File: config.mk
export PLATFORM = sky130hd
export DESIGN_NAME = calc_port_responder
export DESIGN_NICKNAME = d
export VERILOG_FILES = /design/src/rtl/calc_port_responder.sv
export SDC_FILE = /design/constraint.sdc
export NUM_CORES = 1
export LEC_CHECK = 0
export CAP_MARGIN = 20
export CORE_UTILIZATION = 45
export CTS_BUF_LIST = sky130_fd_sc_hd__clkbuf_4 sky130_fd_sc_hd__clkbuf_8 sky130_fd_sc_hd__clkbuf_16
export CTS_CLUSTER_DIAMETER = 50
export DETAILED_ROUTE_END_ITERATION = 10
export SLEW_MARGIN = 20
export SYNTH_ARGS = -nofsm -noshare
export SYNTH_HDL_FRONTEND = slang
export SYNTH_SLANG_ARGS = --single-unit
File: constraint.sdc
create_clock -name c_clk -period 11.6 [get_ports c_clk]
set_clock_uncertainty 0.2 [all_clocks]
set_input_delay 1.16 -clock c_clk [delete_from_list [all_inputs] [get_ports c_clk]]
set_output_delay 1.16 -clock c_clk [all_outputs]
set_load 0.1 [all_outputs]
File: src/rtl/calc_port_responder.sv
// Responder end of one calculator request port. Accepts a two-cycle request
// (cmd/op1/tag, then op2), runs add/sub or shift through separate fixed-latency
// pipelines, queues completions and reports one response per cycle.
// Vectors are MSB-first; the external bit 0 is bit 31 (or 3/1) here.
// Optional feature: define CALC_TAG_CHECK_EN to reject commands whose tag is
// still outstanding (tag_err pulse, no response).
module calc_port_responder #(
  parameter int unsigned ADD_LAT    = 1,
  parameter int unsigned SHIFT_LAT  = 3,
  parameter int unsigned FIFO_DEPTH = 4
) (
  input  logic        c_clk,
  input  logic        reset,
  input  logic [3:0]  req_cmd,
  input  logic [31:0] req_data,
  input  logic [1:0]  req_tag,
  output logic [1:0]  out_resp,
  output logic [31:0] out_data,
  output logic [1:0]  out_tag,
  output logic        busy,
  output logic        tag_err
);

  localparam int unsigned CntW = $clog2(FIFO_DEPTH + 1);
  localparam logic [CntW-1:0] DepthC = CntW'(FIFO_DEPTH);

  localparam logic [3:0] CmdNop = 4'd0;
  localparam logic [3:0] CmdAdd = 4'd1;
  localparam logic [3:0] CmdSub = 4'd2;
  localparam logic [3:0] CmdShl = 4'd5;
  localparam logic [3:0] CmdShr = 4'd6;

  localparam logic [1:0] RespOk  = 2'd1;
  localparam logic [1:0] RespOvf = 2'd2;
  localparam logic [1:0] RespInv = 2'd3;

  typedef enum logic [0:0] {StIdle, StOp2} state_e;

  typedef struct packed {
    logic [1:0]  resp;
    logic [31:0] data;
    logic [1:0]  tag;
  } entry_t;

  state_e      state_q, state_d;
  logic [3:0]  cmd_q, cmd_d;
  logic [31:0] op1_q, op1_d;
  logic [1:0]  tag_q, tag_d;
  logic        capture;
  logic        dispatch;
  logic        dup;
  logic        op2_skip;

  logic [32:0] sum;
  logic [4:0]  shamt;
  entry_t      exe_ent;
  logic        to_shift;

  logic        add_vld_q [ADD_LAT];
  entry_t      add_ent_q [ADD_LAT];
  logic        sh_vld_q  [SHIFT_LAT];
  entry_t      sh_ent_q  [SHIFT_LAT];
  logic        add_out_vld, sh_out_vld;
  entry_t      add_out_ent, sh_out_ent;

  entry_t          q_q [FIFO_DEPTH];
  entry_t          q_d [FIFO_DEPTH];
  logic [CntW-1:0] cnt_q, cnt_d;
  logic            pop;
  entry_t          head;

`ifdef CALC_TAG_CHECK_EN
  logic [3:0] sb_q, sb_d;
  logic       rej_q, rej_d;

  assign dup      = sb_q[req_tag];
  assign op2_skip = rej_q;
  assign tag_err  = capture & dup;
`else
  assign dup      = 1'b0;
  assign op2_skip = 1'b0;
  assign tag_err  = 1'b0;
`endif

  // Request FSM: capture cmd/op1/tag in IDLE, consume op2 in the following cycle.
  always_comb begin
    state_d = state_q;
    cmd_d   = cmd_q;
    op1_d   = op1_q;
    tag_d   = tag_q;
    capture = 1'b0;
    unique case (state_q)
      StIdle: begin
        if (req_cmd != CmdNop) begin
          state_d = StOp2;
          capture = 1'b1;
          cmd_d   = req_cmd;
          op1_d   = req_data;
          tag_d   = req_tag;
        end
      end
      StOp2: state_d = StIdle;
    endcase
  end

  // A rejected duplicate still spends its op2 cycle but never reaches a unit.
  assign dispatch = (state_q == StOp2) && !op2_skip;

  // Execute in the op2 cycle; invalid commands ride the add path with resp 3.
  always_comb begin
    sum          = {1'b0, op1_q} + {1'b0, req_data};
    shamt        = req_data[4:0];
    to_shift     = 1'b0;
    exe_ent.resp = RespInv;
    exe_ent.data = '0;
    exe_ent.tag  = tag_q;
    case (cmd_q)
      CmdAdd: begin
        if (sum[32]) begin
          exe_ent.resp = RespOvf;
        end else begin
          exe_ent.resp = RespOk;
          exe_ent.data = sum[31:0];
        end
      end
      CmdSub: begin
        if (op1_q < req_data) begin
          exe_ent.resp = RespOvf;
        end else begin
          exe_ent.resp = RespOk;
          exe_ent.data = op1_q - req_data;
        end
      end
      CmdShl: begin
        to_shift     = 1'b1;
        exe_ent.resp = RespOk;
        exe_ent.data = op1_q << shamt;
      end
      CmdShr: begin
        to_shift     = 1'b1;
        exe_ent.resp = RespOk;
        exe_ent.data = op1_q >> shamt;
      end
      default: ;
    endcase
  end

  // Add/sub delay line; the last stage is the unit output.
  always_ff @(posedge c_clk) begin
    if (reset) begin
      for (int unsigned i = 0; i < ADD_LAT; i++) begin
        add_vld_q[i] <= 1'b0;
        add_ent_q[i] <= '0;
      end
    end else begin
      add_vld_q[0] <= dispatch && !to_shift;
      add_ent_q[0] <= exe_ent;
      for (int unsigned i = 1; i < ADD_LAT; i++) begin
        add_vld_q[i] <= add_vld_q[i-1];
        add_ent_q[i] <= add_ent_q[i-1];
      end
    end
  end

  // Shift delay line; the last stage is the unit output.
  always_ff @(posedge c_clk) begin
    if (reset) begin
      for (int unsigned i = 0; i < SHIFT_LAT; i++) begin
        sh_vld_q[i] <= 1'b0;
        sh_ent_q[i] <= '0;
      end
    end else begin
      sh_vld_q[0] <= dispatch && to_shift;
      sh_ent_q[0] <= exe_ent;
      for (int unsigned i = 1; i < SHIFT_LAT; i++) begin
        sh_vld_q[i] <= sh_vld_q[i-1];
        sh_ent_q[i] <= sh_ent_q[i-1];
      end
    end
  end

  assign add_out_vld = add_vld_q[ADD_LAT-1];
  assign add_out_ent = add_ent_q[ADD_LAT-1];
  assign sh_out_vld  = sh_vld_q[SHIFT_LAT-1];
  assign sh_out_ent  = sh_ent_q[SHIFT_LAT-1];

  assign pop  = (cnt_q != '0);
  assign head = q_q[0];

  // Compacting queue: pop head first, then push add/sub ahead of shift; full drops.
  always_comb begin
    logic [CntW-1:0] n;
    q_d = q_q;
    n   = cnt_q;
    if (pop) begin
      for (int unsigned i = 0; i + 1 < FIFO_DEPTH; i++) q_d[i] = q_q[i+1];
      q_d[FIFO_DEPTH-1] = '0;
      n = n - CntW'(1);
    end
    if (add_out_vld && (n < DepthC)) begin
      for (int unsigned i = 0; i < FIFO_DEPTH; i++) begin
        if (CntW'(i) == n) q_d[i] = add_out_ent;
      end
      n = n + CntW'(1);
    end
    if (sh_out_vld && (n < DepthC)) begin
      for (int unsigned i = 0; i < FIFO_DEPTH; i++) begin
        if (CntW'(i) == n) q_d[i] = sh_out_ent;
      end
      n = n + CntW'(1);
    end
    cnt_d = n;
  end

`ifdef CALC_TAG_CHECK_EN
  // Outstanding-tag scoreboard: release on report, then mark a fresh capture.
  // With one entry per tag value the queue cannot overflow, so drops never
  // strand a scoreboard bit.
  always_comb begin
    sb_d = sb_q;
    if (pop) sb_d[head.tag] = 1'b0;
    if (capture && !dup) sb_d[req_tag] = 1'b1;
    rej_d = capture && dup;
  end

  // Scoreboard state.
  always_ff @(posedge c_clk) begin
    if (reset) begin
      sb_q  <= '0;
      rej_q <= 1'b0;
    end else begin
      sb_q  <= sb_d;
      rej_q <= rej_d;
    end
  end
`endif

  // FSM, capture registers and response queue.
  always_ff @(posedge c_clk) begin
    if (reset) begin
      state_q <= StIdle;
      cmd_q   <= '0;
      op1_q   <= '0;
      tag_q   <= '0;
      cnt_q   <= '0;
      for (int unsigned i = 0; i < FIFO_DEPTH; i++) q_q[i] <= '0;
    end else begin
      state_q <= state_d;
      cmd_q   <= cmd_d;
      op1_q   <= op1_d;
      tag_q   <= tag_d;
      cnt_q   <= cnt_d;
      q_q     <= q_d;
    end
  end

  // Queue head is presented for exactly one cycle, then popped.
  always_comb begin
    out_resp = pop ? head.resp : '0;
    out_data = pop ? head.data : '0;
    out_tag  = pop ? head.tag  : '0;
  end

  // Busy while anything is captured, in flight or queued.
  always_comb begin
    busy = (state_q == StOp2) || pop;
    for (int unsigned i = 0; i < ADD_LAT; i++)   busy = busy | add_vld_q[i];
    for (int unsigned i = 0; i < SHIFT_LAT; i++) busy = busy | sh_vld_q[i];
  end

endmodule
==> Yosys cells after proc, flatten, opt, wreduce, memory -nomap -nowiden <==
Memories as Yosys holds them, arrays and structs flattened.
Cells that the tools add are included.
{ "word_totals": {"regBits": 186, "ram_bits": 148, "out_inout_bits": 38, "word_cells": 104, "n_memories": 4} }
{ "classes": {"n_addsub": 5, "n_lt_le_gt_ge": 3, "n_eq_ne": 10, "n_shift": 2, "n_mux": 38, "bitwise": 11, "n_reduce_logical": 14} }
{ "memory_table": {"columns": ["memory", "words", "word_bits", "rd", "rd_clocked_by_memory_dff", "write_ports", "line", "rtl"], "rows": [
  ["sh_ent_q", 3, 36, 3, 0, 3, "62", "entry_t sh_ent_q [SHIFT_LAT];"],
  ["add_ent_q", 1, 36, 1, 0, 1, "60", "entry_t add_ent_q [ADD_LAT];"],
  ["sh_vld_q", 3, 1, 3, 0, 3, "61", "logic sh_vld_q [SHIFT_LAT];"],
  ["add_vld_q", 1, 1, 1, 0, 1, "59", "logic add_vld_q [ADD_LAT];"]
]} }
{ "op_table": {"columns": ["op", "n"], "rows": [
  ["144-bit two-way mux", 3],
  ["36-bit two-way mux", 12],
  ["34-bit case mux with 4 select lines", 1],
  ["32-bit two-way mux", 3],
  ["36-bit OR reduction", 1],
  ["32-bit by 32-bit adder with 33-bit output", 1],
  ["32-bit less-than comparator", 1],
  ["32-bit by 5-bit left shift with 32-bit output", 1],
  ["32-bit by 5-bit right shift with 32-bit output", 1],
  ["32-bit subtractor", 1],
  ["2-bit by 3-bit equality test with 1-bit output, first input constant", 4],
  ["1-bit two-way mux", 11],
  ["1-bit bitwise OR", 10],
  ["3-bit two-way mux", 3],
  ["4-bit by 3-bit equality test with 1-bit output, second input constant", 2],
  ["2-bit two-way mux", 4],
  ["3-bit by 1-bit adder with 3-bit output, second input constant", 2],
  ["1-bit by 3-bit equality test with 1-bit output, first input constant", 2],
  ["3-bit logical NOT", 2],
  ["3-bit less-than comparator, second input constant", 2],
  ["4-bit by 1-bit equality test with 1-bit output, second input constant", 1],
  ["4-bit by 2-bit equality test with 1-bit output, second input constant", 1],
  ["1-bit logical AND", 4],
  ["4-bit nonzero test", 1],
  ["other kinds (9)", 9]
]} }

==> Longest topological paths before layout <==
{ "depth": {"depth_word": 8, "mapped_depth": 17, "ltp_nobuf": 13} }

==> Least setup slack after synthesis <==
Ideal clock, no wire load.
{ "synth_timing": {"kind": "input -> register", "from": "input port req_data[2]", "to": "memory sh_ent_q[0][14] (netlist bit)", "t_arrival_ns": 4.578, "required_ns": 11.285, "slack_ns": 6.707, "path_stages": 16, "path_buffers": 5, "path_cell_list": "clkbuf_1 clkinv_1 clkbuf_1 clkbuf_1 ha_1 o21bai_1 a221oi_1 o2111a_1 or3_1 a31o_2 and3_1 buf_6 buf_6 a221oi_2 a21oi_1 o21a_1"} }
{ "synth_rtl": {"columns": ["item", "line", "rtl"], "rows": [
  ["start: declaration", "15", "input logic [31:0] req_data,"],
  ["end: declaration", "62", null]
]} }

==> Final worst setup path <==
{ "layout_timing": {"from": "register cnt_q[0]", "to": "output port out_data[13]"} }
{ "layout_between": {"elab_chain_len": 2} }
{ "layout_lines": {"columns": ["item", "line", "rtl"], "rows": [
  ["start: declaration", "68", "logic [CntW-1:0] cnt_q, cnt_d;"],
  ["start signal: assignment", "252", "cnt_q <= cnt_d;"],
  ["3-bit nonzero test", "187", "assign pop = (cnt_q != '0);"],
  ["32-bit two-way mux", "260", "out_data = pop ? head.data : '0;"],
  ["end: declaration", "18", "output logic [31:0] out_data,"]
]} }
No other way between the ends.

==> results.sh <==
export IMPL_finalCriticalPeriod_ns=5.617
export IMPL_dieArea_um2=44220
export IMPL_r2r_cells=13
export IMPL_dr_pass1_iters=6
export IMPL_gp_congestion=1.017
export IMPL_wl_per_cell_um=21.01
export IMPL_synthTopCellsByArea="dfxtp_1, nand2_1, a21oi_1"
export IMPL_gr_total_overflow=0
export IMPL_synth_nets=2789
export IMPL_port_buffers=76
export IMPL_drt_iter0_drc=2050
export IMPL_stdcell_count=3210
export IMPL_yosysMostFrequentCell="nand2_1"
export IMPL_postCtsHoldBufs=0
export IMPL_postCtsSetupRepairBufs=0
export IMPL_leakagePower_uw=0.008307
export IMPL_nets=2719
export IMPL_clock_sinks=298
export IMPL_tns_ns=0
export IMPL_async_flop_share_pct=0
export IMPL_whs_path_depth=1
export IMPL_critPathRequiredTime_ns=10.24
export IMPL_combPwrFrac_pct=30.7
export IMPL_power_switching_uw=1391
export IMPL_clk_pin_slew_worst_paths_ns=0.06
export IMPL_cts_resized=0
export IMPL_dpl_hpwl_um=45520
export IMPL_startpoint="cnt_q[0]$_SDFF_PP0_"
export IMPL_grt_max_degree=103
export IMPL_cts_made_buffers=43
export IMPL_final_max_slew_viol_count=0
export IMPL_min_to="sh_ent_q[0][78]$_SDFF_PP0_"
export IMPL_layout_drive_gt1_share_pct=6.874
export IMPL_wl_um=67450
export IMPL_drt_vias_per_instance=6.077
export IMPL_synth_seq_cells=298
export IMPL_clockBufferDepth=3
export IMPL_netSwitchingFraction_pct=38.40
export IMPL_dp_cells=3133
export IMPL_outcome="completed"
export IMPL_max_slew_margin_pct=30.85
export IMPL_worstSetupPathType="register to output port"
export IMPL_area_growth_pct=11.90
export IMPL_p_seq_share_pct=31.4
export IMPL_cts_tree="done"
export IMPL_max_cap_violations=0
export IMPL_final_antenna_net_count=0
export IMPL_rows=75
export IMPL_worstHoldStart="sh_ent_q[0][42]$_SDFF_PP0_"
export IMPL_clk_latency_ns=0.58
export IMPL_yosysSeqAreaShare_pct=30.56
export IMPL_startpoint_type="register"
export IMPL_syn_area_um2=19520
export IMPL_drc=0
export IMPL_antennaDiodeCount=0
export IMPL_arrival_ns=4.26
export IMPL_irDropWorstVdd_v=0.0002020
export IMPL_r2r_end="q_q[22]$_SDFF_PP0_"
export IMPL_finalSetupViolCount=0
export IMPL_crit_path_end_kind="output port"
export IMPL_p_per_area_nw_per_um2=165.9
export IMPL_grt_first_pass_wirelength_um=105100
export IMPL_intPower_uw=2232
export IMPL_grt_usage_pct=30.20
export IMPL_antenna_found_initial=2
export IMPL_fin_crit_sh_pct=48.42
export IMPL_die_y_um=210.3
export IMPL_place_area_um2=20340
export IMPL_worstMarginPinSlew_ns=1.037
export IMPL_avgSynthCellArea_um2=7.308
export IMPL_hold_class="register to register"
export IMPL_stdcell_area_um2=21840
export IMPL_regToRegSetupSlack_ns=7.14
export IMPL_num_vias=19510
export IMPL_synth_cell_type_count=81
export IMPL_ios=78
export IMPL_fmax_mhz=178.0
export IMPL_clk_root_buffer_cell="clkbuf_16"
export IMPL_total_power_uw=3623
export IMPL_synth_top_cell_area_share_pct=30.56
export IMPL_synthCells=2671
export IMPL_grt_pass1_vias=18050
export IMPL_die_x_um=210.3
export IMPL_fill_cells=4173
export IMPL_start_util_pct=46.12
export IMPL_htree_levels=2
export IMPL_synth_common_cells="nand2_1, nor2_1, dfxtp_1"
export IMPL_rsz0062_at_grt="false"
export IMPL_core_area_um2=42320
export IMPL_hold_viol_final=0
export IMPL_reg2reg_from="cnt_q[0]$_SDFF_PP0_"
export IMPL_ys_flop_type="dfxtp_1"
export IMPL_cp_max_fo=77
export IMPL_yosys_warnings=0
export IMPL_p_clk_share_pct=37.9
export IMPL_synth_largest_area_cell="dfxtp_1"
export IMPL_synth_edf_count=0
-- cells by family after synthesis --
group	after synthesis	synth area share, %
multiplexers	84	5.807
other	1	0.01921
AND/OR/NAND/NOR	1132	25.63
XOR/XNOR	28	1.256
adder cells (fa/ha/maj)	78	5.077
AO/OA/AOI/OAI	747	25.32
flip-flops	298	30.56
buffers and inverters	303	6.333
-- cells in the final DEF (no fill, tap or decap), drive strengths merged, types with 57 or more instances in the layout --
master         synthesis  layout
nand2                477     477
nor2                 311     311
dfxtp                298     298
a21oi                279     279
a311oi               111     111
nand3                103     103
nor2b                 91      91
o21ai                 88      88
inv                   81      88
ha                    76      76
clkdlybuf4s50          0      71
clkbuf               182      57
-- cell type report --
| cell class | instances | area, µm² | share of cell area [%] |
|---|---|---|---|
| Tap cell | 577 | 721.9 | 3.305 |
| Clock inverter | 21 | 262.8 | 1.203 |
| Multi-Input combinational cell | 2070 | 12380 | 56.66 |
| Sequential cell | 298 | 5966 | 27.31 |
| Clock buffer | 56 | 1240 | 5.676 |
| Inverter | 83 | 311.5 | 1.426 |
| Timing Repair Buffer | 105 | 964.7 | 4.416 |
-- state kept, by name, indices dropped and copies added, names as in the netlist --
register	cells
add_vld_q	1
cmd_q	4
cnt_q	3
dispatch	1
head	36
op1_q	32
q_q	108
sh_ent_q	108
sh_vld_q	3
tag_q	2
-- worst max-delay path by stage --
stage / end / depth (start not counted)
2_1_floorplan: sh_ent_q[0][14]$_SDFF_PP0_ / 16
3_3_place_gp: sh_ent_q[0][6]$_SDFF_PP0_ / 15
3_5_place_dp: sh_ent_q[0][13]$_SDFF_PP0_ / 15
4_1_cts: out_data[20] / 6
5_1_grt: out_data[13] / 6
6_report: out_data[13] / 6
-- worst max-delay path, stage by stage, from the launching register on --
cell and delay [ns]:
dfxtp_1 0.41, inv_1 0.13, ha_1 0.27, nand2b_4 0.55, buf_4 0.75, and2_1 0.28
clkdlybuf4s50_1 1.14
-- power by group through the flow --
stage	Clock [µW]	Combinational [µW]	Sequential [µW]
after global routing	1450	1210	1140
after CTS	1400	1110	1140
final	1370	1110	1140
after detailed placement	0	1100	1160
after floorplan	0	828	1130
after global placement	0	1090	1160
-- layer usage --
layer  GRT usage (%)  vias up  routed length, µm
met4           12.91        2               2772
met3           5.036      129               4766
met1           40.09     9279              29330
met5               0        -                 13
met2           48.32      806              30560
li1                -     9292                  -
-- stage by stage --
step	worst slack, ns	utilization [%]	hold WS (ns)
global route	5.779	51.61	0.2399
CTS	5.946	51.61	0.2334
global placement	5.811	48.06	0.2141
finish	5.983	51.61	0.2331
floorplan	6.707	-	0.2138
detailed placement	5.696	48.06	0.2220
No activity file was read; power rests on OpenSTA's default activity.
